<file path="config.mk">
export PLATFORM = sky130hd
export DESIGN_NAME = alu_pipe
export DESIGN_NICKNAME = d
export VERILOG_FILES = /design/src/rtl/alu_pkg.sv /design/src/rtl/alu_mul_iter.sv /design/src/rtl/alu_pipe.sv
export SDC_FILE = /design/constraint.sdc
export NUM_CORES = 1
export LEC_CHECK = 0
export BUFFER_PORTS_ARGS = -buffer_cell sky130_fd_sc_hd__buf_2
export CAP_MARGIN = 20
export CORE_MARGIN = 10
export CORE_UTILIZATION = 25
export CTS_CLUSTER_DIAMETER = 50
export CTS_CLUSTER_SIZE = 30
export DETAILED_ROUTE_END_ITERATION = 10
export GPL_TIMING_DRIVEN = 0
export PLACE_DENSITY = 0.42
export SLEW_MARGIN = 10
export SYNTH_ARGS = -nofsm -noshare
export SYNTH_HDL_FRONTEND = slang
export SYNTH_SLANG_ARGS = --single-unit
</file>
<file path="constraint.sdc">
create_clock -name clk -period 3.65 [get_ports clk]
set_input_delay 0.1825 -clock clk [delete_from_list [all_inputs] [get_ports clk]]
set_output_delay 0.1825 -clock clk [all_outputs]
set_load 0.05 [all_outputs]
</file>
<file path="src/rtl/alu_pkg.sv">
// alu_pkg: opcode encodings, FSM state type and result-flag bundle shared by alu_pipe.
package alu_pkg;

  localparam int unsigned ALUC_W = 4;

  localparam logic [ALUC_W-1:0] ALU_ADD  = 4'd0;
  localparam logic [ALUC_W-1:0] ALU_SUB  = 4'd1;
  localparam logic [ALUC_W-1:0] ALU_AND  = 4'd2;
  localparam logic [ALUC_W-1:0] ALU_OR   = 4'd3;
  localparam logic [ALUC_W-1:0] ALU_XOR  = 4'd4;
  localparam logic [ALUC_W-1:0] ALU_SLT  = 4'd5;
  localparam logic [ALUC_W-1:0] ALU_SLTU = 4'd6;
  localparam logic [ALUC_W-1:0] ALU_SLL  = 4'd7;
  localparam logic [ALUC_W-1:0] ALU_SRL  = 4'd8;
  localparam logic [ALUC_W-1:0] ALU_SRA  = 4'd9;
  localparam logic [ALUC_W-1:0] ALU_MUL  = 4'd10;

  typedef enum logic {
    IDLE = 1'b0,
    BUSY = 1'b1
  } alu_state_e;

  typedef struct packed {
    logic z;
    logic c;
    logic v;
    logic err;
  } alu_flags_t;

endpackage

</file>
<file path="src/rtl/alu_mul_iter.sv">
// alu_mul_iter: iterative shift-add multiplier, one partial product per cycle.
// The start cycle performs the first step, so done is registered and rises
// WIDTH-1 edges after start; p holds the low WIDTH bits of a*b while done=1.
module alu_mul_iter #(
  parameter int unsigned WIDTH = 32
) (
  input  logic             clk,
  input  logic             clrn,
  input  logic             start,
  input  logic [WIDTH-1:0] a,
  input  logic [WIDTH-1:0] b,
  output logic             done,
  output logic [WIDTH-1:0] p
);

  localparam int unsigned CNT_W = $clog2(WIDTH) + 1;

  logic [WIDTH-1:0] acc_q, acc_d;
  logic [WIDTH-1:0] mcand_q, mcand_d;
  logic [WIDTH-1:0] mplier_q, mplier_d;
  logic [CNT_W-1:0] cnt_q, cnt_d;
  logic             run_q, run_d;
  logic             done_q, done_d;

  // One shift-add step per cycle; start applies step 1 to the raw operands.
  always_comb begin
    acc_d    = acc_q;
    mcand_d  = mcand_q;
    mplier_d = mplier_q;
    cnt_d    = cnt_q;
    run_d    = run_q;
    done_d   = 1'b0;
    if (start) begin
      acc_d    = b[0] ? a : '0;
      mcand_d  = a << 1;
      mplier_d = b >> 1;
      cnt_d    = CNT_W'(1);
      run_d    = 1'b1;
    end else if (run_q) begin
      if (mplier_q[0]) begin
        acc_d = acc_q + mcand_q;
      end
      mcand_d  = mcand_q << 1;
      mplier_d = mplier_q >> 1;
      cnt_d    = cnt_q + CNT_W'(1);
      if (cnt_q == CNT_W'(WIDTH - 1)) begin
        run_d  = 1'b0;
        done_d = 1'b1;
      end
    end
  end

  // Multiplier state registers; reset discards any partial product.
  always_ff @(posedge clk or negedge clrn) begin
    if (!clrn) begin
      acc_q    <= '0;
      mcand_q  <= '0;
      mplier_q <= '0;
      cnt_q    <= '0;
      run_q    <= 1'b0;
      done_q   <= 1'b0;
    end else begin
      acc_q    <= acc_d;
      mcand_q  <= mcand_d;
      mplier_q <= mplier_d;
      cnt_q    <= cnt_d;
      run_q    <= run_d;
      done_q   <= done_d;
    end
  end

  assign done = done_q;
  assign p    = acc_q;

endmodule

</file>
<file path="src/rtl/alu_pipe.sv">
// alu_pipe: registered EX-stage ALU with valid/ready on both sides.
// Optional macro ALU_MUL_EN enables opcode 10 (iterative MUL) and the BUSY state;
// without it opcode 10 is illegal and the block has no multiplier.
module alu_pipe
  import alu_pkg::*;
#(
  parameter int unsigned WIDTH = 32
) (
  input  logic              clk,
  input  logic              clrn,
  input  logic              in_valid,
  output logic              in_ready,
  input  logic [WIDTH-1:0]  x,
  input  logic [WIDTH-1:0]  y,
  input  logic [ALUC_W-1:0] aluc,
  output logic              out_valid,
  input  logic              out_ready,
  output logic [WIDTH-1:0]  r,
  output logic              z,
  output logic              c,
  output logic              v,
  output logic              err
);

  localparam int unsigned SH_W = $clog2(WIDTH);

  logic [WIDTH:0]   add_ext;
  logic [WIDTH:0]   sub_ext;
  logic [SH_W-1:0]  shamt;
  logic [WIDTH-1:0] res_c;
  alu_flags_t       flags_c;

  logic             in_fire;
  logic             out_fire;
  logic             load_alu;

  logic             out_valid_q, out_valid_d;
  logic [WIDTH-1:0] r_q, r_d;
  alu_flags_t       flags_q, flags_d;

  // Single-cycle datapath; unknown opcodes yield r=0 with err set.
  always_comb begin
    add_ext = {1'b0, x} + {1'b0, y};
    sub_ext = {1'b0, x} + {1'b0, ~y} + (WIDTH + 1)'(1);
    shamt   = y[SH_W-1:0];
    res_c   = '0;
    flags_c = '{z: 1'b0, c: 1'b0, v: 1'b0, err: 1'b0};
    case (aluc)
      ALU_ADD: begin
        res_c     = add_ext[WIDTH-1:0];
        flags_c.c = add_ext[WIDTH];
        flags_c.v = (x[WIDTH-1] == y[WIDTH-1]) && (add_ext[WIDTH-1] != x[WIDTH-1]);
      end
      ALU_SUB: begin
        res_c     = sub_ext[WIDTH-1:0];
        flags_c.c = sub_ext[WIDTH];
        flags_c.v = (x[WIDTH-1] != y[WIDTH-1]) && (sub_ext[WIDTH-1] != x[WIDTH-1]);
      end
      ALU_AND:  res_c = x & y;
      ALU_OR:   res_c = x | y;
      ALU_XOR:  res_c = x ^ y;
      ALU_SLT:  res_c = WIDTH'($signed(x) < $signed(y));
      ALU_SLTU: res_c = WIDTH'(x < y);
      ALU_SLL:  res_c = x << shamt;
      ALU_SRL:  res_c = x >> shamt;
      ALU_SRA:  res_c = $unsigned($signed(x) >>> shamt);
      default:  flags_c.err = 1'b1;
    endcase
    flags_c.z = (res_c == '0);
  end

  assign in_fire  = in_valid && in_ready;
  assign out_fire = out_valid_q && out_ready;

`ifdef ALU_MUL_EN
  alu_state_e       state_q, state_d;
  logic             is_mul;
  logic             mul_start;
  logic             mul_done;
  logic [WIDTH-1:0] mul_p;

  assign is_mul    = (aluc == ALU_MUL);
  assign mul_start = in_fire && is_mul;
  assign load_alu  = in_fire && !is_mul;
  assign in_ready  = (state_q == IDLE) && (!out_valid_q || out_ready);

  alu_mul_iter #(
    .WIDTH (WIDTH)
  ) u_mul (
    .clk   (clk),
    .clrn  (clrn),
    .start (mul_start),
    .a     (x),
    .b     (y),
    .done  (mul_done),
    .p     (mul_p)
  );

  // A MUL parks the FSM in BUSY until the multiplier reports done.
  always_comb begin
    state_d = state_q;
    if (state_q == IDLE) begin
      if (mul_start) begin
        state_d = BUSY;
      end
    end else if (mul_done) begin
      state_d = IDLE;
    end
  end

  // FSM state register.
  always_ff @(posedge clk or negedge clrn) begin
    if (!clrn) begin
      state_q <= IDLE;
    end else begin
      state_q <= state_d;
    end
  end
`else
  assign load_alu = in_fire;
  assign in_ready = !out_valid_q || out_ready;
`endif

  // Result register: consume on out_fire, replace on a new single-cycle op or MUL completion.
  always_comb begin
    out_valid_d = out_valid_q;
    r_d         = r_q;
    flags_d     = flags_q;
    if (out_fire) begin
      out_valid_d = 1'b0;
    end
    if (load_alu) begin
      out_valid_d = 1'b1;
      r_d         = res_c;
      flags_d     = flags_c;
    end
`ifdef ALU_MUL_EN
    if (mul_done) begin
      out_valid_d = 1'b1;
      r_d         = mul_p;
      flags_d     = '{z: (mul_p == '0), c: 1'b0, v: 1'b0, err: 1'b0};
    end
`endif
  end

  // Output registers; reset presents a zero result with z set.
  always_ff @(posedge clk or negedge clrn) begin
    if (!clrn) begin
      out_valid_q <= 1'b0;
      r_q         <= '0;
      flags_q     <= '{z: 1'b1, c: 1'b0, v: 1'b0, err: 1'b0};
    end else begin
      out_valid_q <= out_valid_d;
      r_q         <= r_d;
      flags_q     <= flags_d;
    end
  end

  assign out_valid = out_valid_q;
  assign r         = r_q;
  assign z         = flags_q.z;
  assign c         = flags_q.c;
  assign v         = flags_q.v;
  assign err       = flags_q.err;

endmodule

</file>
After elaboration in Yosys (flattened, before gate mapping)
Cells that the tools add are included.
- flip-flop bits (word level): 37
- latch bits: 0
- bits in writable memories: 0
- bits in read-only memories: 0
- output and inout port bits: 38
- logic and storage cells: 46
- memories kept: 0
- add/subtract/negate cells: 3
- multipliers: 0
- divide/modulo/power cells: 0
- order comparisons: 2
- equal/unequal tests: 13
- shift-type cells: 3
- muxes and demuxes: 5
- bitwise operators: 4
- reduce and logical (&&, ||, !) cells: 10
- operators with widths (cell ; number):
    $pmux 32 s10 ; 1
    $add 32x32->33 ; 2
    $lt 32x32->1 ; 2
    $add 33x1->33 const B ; 1
    $and 32x32->32 ; 1
    $logic_not 32->1 ; 1
    $not 32->32 ; 1
    $or 32x32->32 ; 1
    $shl 32x5->32 ; 1
    $shr 32x5->32 ; 1
    $sshr 32x5->32 ; 1
    $xor 32x32->32 ; 1
    $eq 4x3->1 const B ; 4
    $reduce_or 10->1 ; 1
    $eq 4x2->1 const B ; 2
    $eq 4x4->1 const B ; 2
    $eq 4x1->1 const B ; 1
    $logic_and 1x1->1 ; 4
    $logic_not 4->1 ; 1
    $pmux 2 s2 ; 1
    $mux 1 ; 3
    $ne 1x1->1 ; 3
    $reduce_bool 2->1 ; 1
    $eq 1x1->1 ; 1
    other kinds (2) ; 2

Longest topological paths before layout
- word-level depth: 6
- depth in mapped cells: 17

Worst setup path before layout
Ideal clock, no wire load.
- path kind: input -> register
- start: input y[2]
- end: register flags_q, in the netlist z
- setup time: 0.097 ns
- arrival time: 3.676 ns
- data required time: 3.553 ns
- path slack: -0.124 ns
- cell stages on the path: 17
- path through: buf_2 -> inv_1 -> clkbuf_1 -> clkbuf_1 -> ha_1 -> buf_2 -> a211oi_1 -> o21a_1 -> o21ai_1 -> a311oi_2 -> o211ai_1 -> a221o_1 -> nand2_1 -> o2111ai_1 -> a31oi_1 -> nor2_1 -> o41ai_2
- word-level cells in the longest chain between the ends: 5
- RTL lines (item ; RTL line ; text):
    from (decl) ; alu_pipe.sv:14 ; input logic [WIDTH-1:0] y,
    $not 32->32 ; alu_pipe.sv:44 ; sub_ext = {1'b0, x} + {1'b0, ~y} + (WIDTH + 1)'(1);
    $add 32x32->33 ; alu_pipe.sv:44 ;
    $add 33x1->33 ; alu_pipe.sv:44 ;
    $pmux 32 s10 * ; alu_pipe.sv:48 ; case (aluc)
    $logic_not 32->1 * ; alu_pipe.sv:69 ; flags_c.z = (res_c == '0);
    to (signal assigned) ; alu_pipe.sv:151 ; flags_q <= '{z: 1'b1, c: 1'b0, v: 1'b0, err: 1'b0};
    to (signal assigned) ; alu_pipe.sv:155 ; flags_q <= flags_d;
    to (decl) ; alu_pipe.sv:39 ; alu_flags_t flags_q, flags_d;
Mark *: on every way between the ends. The rest lies on a longest branch, timed or not.
A chain may end at the register's enable or synchronous reset.

Worst setup path after layout
- start: input y[1]
- end: register flags_q, in the netlist z
Same word-level chain as after synthesis.

==> impl_metrics.toml <==
[floorplanning]
num_io_pins = 110
fp-row-count = 77
die-area_um2 = 53600
start_util_pct = 25.3
dieWidth_um = 232
core_um2 = 44200
die_height_um = 232

[worst_setup_path]
reg2reg_to = "z$_DFFE_PN1P_"
r2r_cells = 11
crit_family = "compound AO/OA/AOI/OAI gates"
cpMaxStageDelayCell = "nor2_1"
ff2ff_setup_slack_ns = 0.60
crit_fanout = 10
max_stage_delay_ns = 0.77
critPathBufInv = 3
worstReg2RegStart = "out_valid$_DFFE_PN0P_"
path_cells = "clkbuf_4 -> buf_12 -> buf_4 -> nor2_1 -> a211oi_1 -> a32oi_1 -> a221oi_1 -> a311oi_2 -> o211ai_1 -> o21ai_0 -> nand2_1 -> o41ai_2"
crit_required_ns = 3.84
critPathCaptureType = "flip-flop"
worstSetupStartpointType = "input port"
path_class = "in2reg"
crit_arrival_ns = 3.94

[clock_tree]
cts_tree = "done"
clk_pin_slew_ns = 0.05
clock-sinks = 37
clock_latency_ns = 0.28
clock_path_buffers = 2
root_buffer = "clkbuf_16"
cts-buffers-inserted = 5
htreeDepth = 2

[global_route]
grt_usage_pct = 26.4
antenna_found_initial = 1
grt_pass1_wl_um = 104000
grt_max_degree = 38
grt_remaining_overflow = 0
grt_pass1_vias = 13800

[sta]
relSlewSlack_pct = 33.8
period_minus_slack_ns = 3.75
worst_pin_slew_ns = 0.990
rsz0062_at_grt = "yes"
fin_hold_ws_ns = -0.0141
finalWorstSetupSlack_ns = -0.103
clock_skew_ns = 0.00221
slew_violations = 0
hold_violations = 13
max_freq_mhz = 266
setup_violations = 1
finalCritPeriodShare_pct = 103
setup_tns_ns = -0.103

[final_layout]
stdcell_count = 2285
drive_gt1_share_pct = 21.9
antenna_cells = 0
syn_to_final_growth_pct = 20.7
layout.nets = 1863
n_fill_cell = 4899

[drt]
firstDrtPassIters = 5
wl_per_cell_um = 32.1
dr.first_iter.drc_count = 1523
dr_total_vias = 14100
vias_per_cell = 6.19
ant_nets = 0
routed_wl_um = 73400
drc = 0

[synthesis]
synthCells = 1557
synth_edf_count = 0
synth_seq_cells = 37
yosys.cell_count.top_type = "nand2_1"
yosys_warnings = 0
syn_area_per_cell_um2 = 7.19
synth_area_um2 = 11200
synthArstFlopShare_pct = 100
synth_area_leaders = "ha_1 11%, dfrtp_1 8.0%, mux4_2 7.2%"
yosysSeqAreaShare_pct = 8.28
ys_types = 101
yosys.area.top_type_share_pct = 10.8
synth_commonest_cells = "166 x nand2_1, 147 x nor2_1, 117 x a21oi_1"
ys.flop_type = "dfrtp_1"
synth_area_leader_cell = "ha_1"
synthesis.nets = 1728

[placement]
dp_cells = 2260
place.port_buffers = 107
dpl_worst_slack_ns = -1.90
hpwlAfterDp_um = 59800
gp_congestion = 1.04

[power_and_ir_drop]
p_comb_share_pct = 71.9
p_switching_w = 0.00189
power.internal_w = 0.00150
p_leak_nw = 5.56
clockPowerShare_pct = 12.9
seq_power_share_pct = 15.2
powerDensity_nw_per_um2 = 250
ir_drop_mv = 0.271
p_sw_share_pct = 55.7

[hold_path]
hold_path_class = "in2async"

[job]
max-cap-violations = 0

[status]
violations = "negative hold slack, negative setup slack"
outcome = "finished with violations"
==> placed cells by master, fill, tap and decap left out, types with 33 or more instances in the layout <==
| cell type | synthesis | final |
|---|---|---|
| nand2_1 | 166 | 166 |
| nor2_1 | 147 | 142 |
| buf_2 | 34 | 134 |
| a21oi_1 | 117 | 108 |
| o21ai_0 | 104 | 99 |
| ha_1 | 97 | 95 |
| inv_1 | 96 | 94 |
| mux2i_1 | 62 | 60 |
| clkbuf_1 | 67 | 46 |
| nand3_1 | 36 | 36 |
| mux4_2 | 36 | 36 |
| dfrtp_1 | 36 | 36 |
| o211ai_1 | 34 | 34 |
| buf_4 | 4 | 33 |
| nor3_1 | 37 | 33 |
==> state kept, by name, indices dropped and copies added, names as in the netlist <==
name / flops
r: 32
c: 1
err: 1
out_valid: 1
v: 1
z: 1
==> worst max-delay path by stage <==
stage	slack [ns]	from	to	cells after the start
floorplan	0.04	y[1]	z$_DFFE_PN1P_	16
detailed placement	-1.90	y[4]	z$_DFFE_PN1P_	17
global route	-0.31	y[0]	z$_DFFE_PN1P_	19
CTS	0.001	x[17]	z$_DFFE_PN1P_	15
finish	-0.10	y[1]	z$_DFFE_PN1P_	12
global placement	-1.94	y[4]	z$_DFFE_PN1P_	17
==> what timing repair did <==
action                                  in CTS  in global routing
endpoints found under the setup margin      27                 10
buffers inserted                            22                  2
hold buffers                                 0                  0
resized for setup                          133                 27
pin swaps                                   29                  5
==> power by group through the flow <==
stage / Combinational [W] / Clock, W / Sequential, W
after floorplan: 0.00113 / 0 / 0.000772
after global placement: 0.00221 / 0 / 0.000522
after detailed placement: 0.00220 / 0 / 0.000524
after CTS: 0.00237 / 0.000444 / 0.000516
after global routing: 0.00256 / 0.000456 / 0.000524
final: 0.00243 / 0.000435 / 0.000514
==> area by class of cell <==
cell class / count / area (µm²) / area share (%)
Buffer: 113 / 698 / 5.17
Clock buffer: 8 / 146 / 1.08
Inverter: 99 / 414 / 3.06
Multi-Input combinational cell: 1301 / 9840 / 72.8
Sequential cell: 37 / 927 / 6.86
Tap cell: 592 / 741 / 5.48
Timing Repair Buffer: 135 / 751 / 5.55
==> worst register-to-register path, delay by kind of cell, from the launching register on <==
kind,cells,cell delay (ns)
AND/OR/NAND/NOR,7,1.62
AO/OA/AOI/OAI,4,0.97
flip-flops,1,0.37
==> cell families (layout without fill, tap and decap cells) <==
logic type	Yosys count	in the layout	synth area share [%]
AO/OA/AOI/OAI	540	540	32.9
XOR/XNOR	7	7	0.548
adder cells (fa/ha/maj)	99	99	11.2
buffers and inverters	219	355	8.37
flip-flops	37	37	8.28
multiplexers	134	134	16.5
AND/OR/NAND/NOR	521	521	22.1
==> through the flow <==
stage / util [%] / area, µm² / power (W)
global placement: 28.2 / 12500 / 0.00273
CTS: 30.4 / 13500 / 0.00333
finish: 30.6 / 13500 / 0.00338
floorplan: - / 11200 / 0.00190
global route: 30.6 / 13500 / 0.00354
detailed placement: 28.3 / 12500 / 0.00273
==> per-layer routing <==
layer | vias up | global-route usage [%] | routed length (µm)
li1 | 6149 | - | -
met3 | 152 | 2.47 | 4770
met1 | 7054 | 34.2 | 30900
met4 | 2 | 11.2 | 3540
met2 | 779 | 44.0 | 34200
met5 | - | 0 | 12
(Power assumes the default switching activity.)
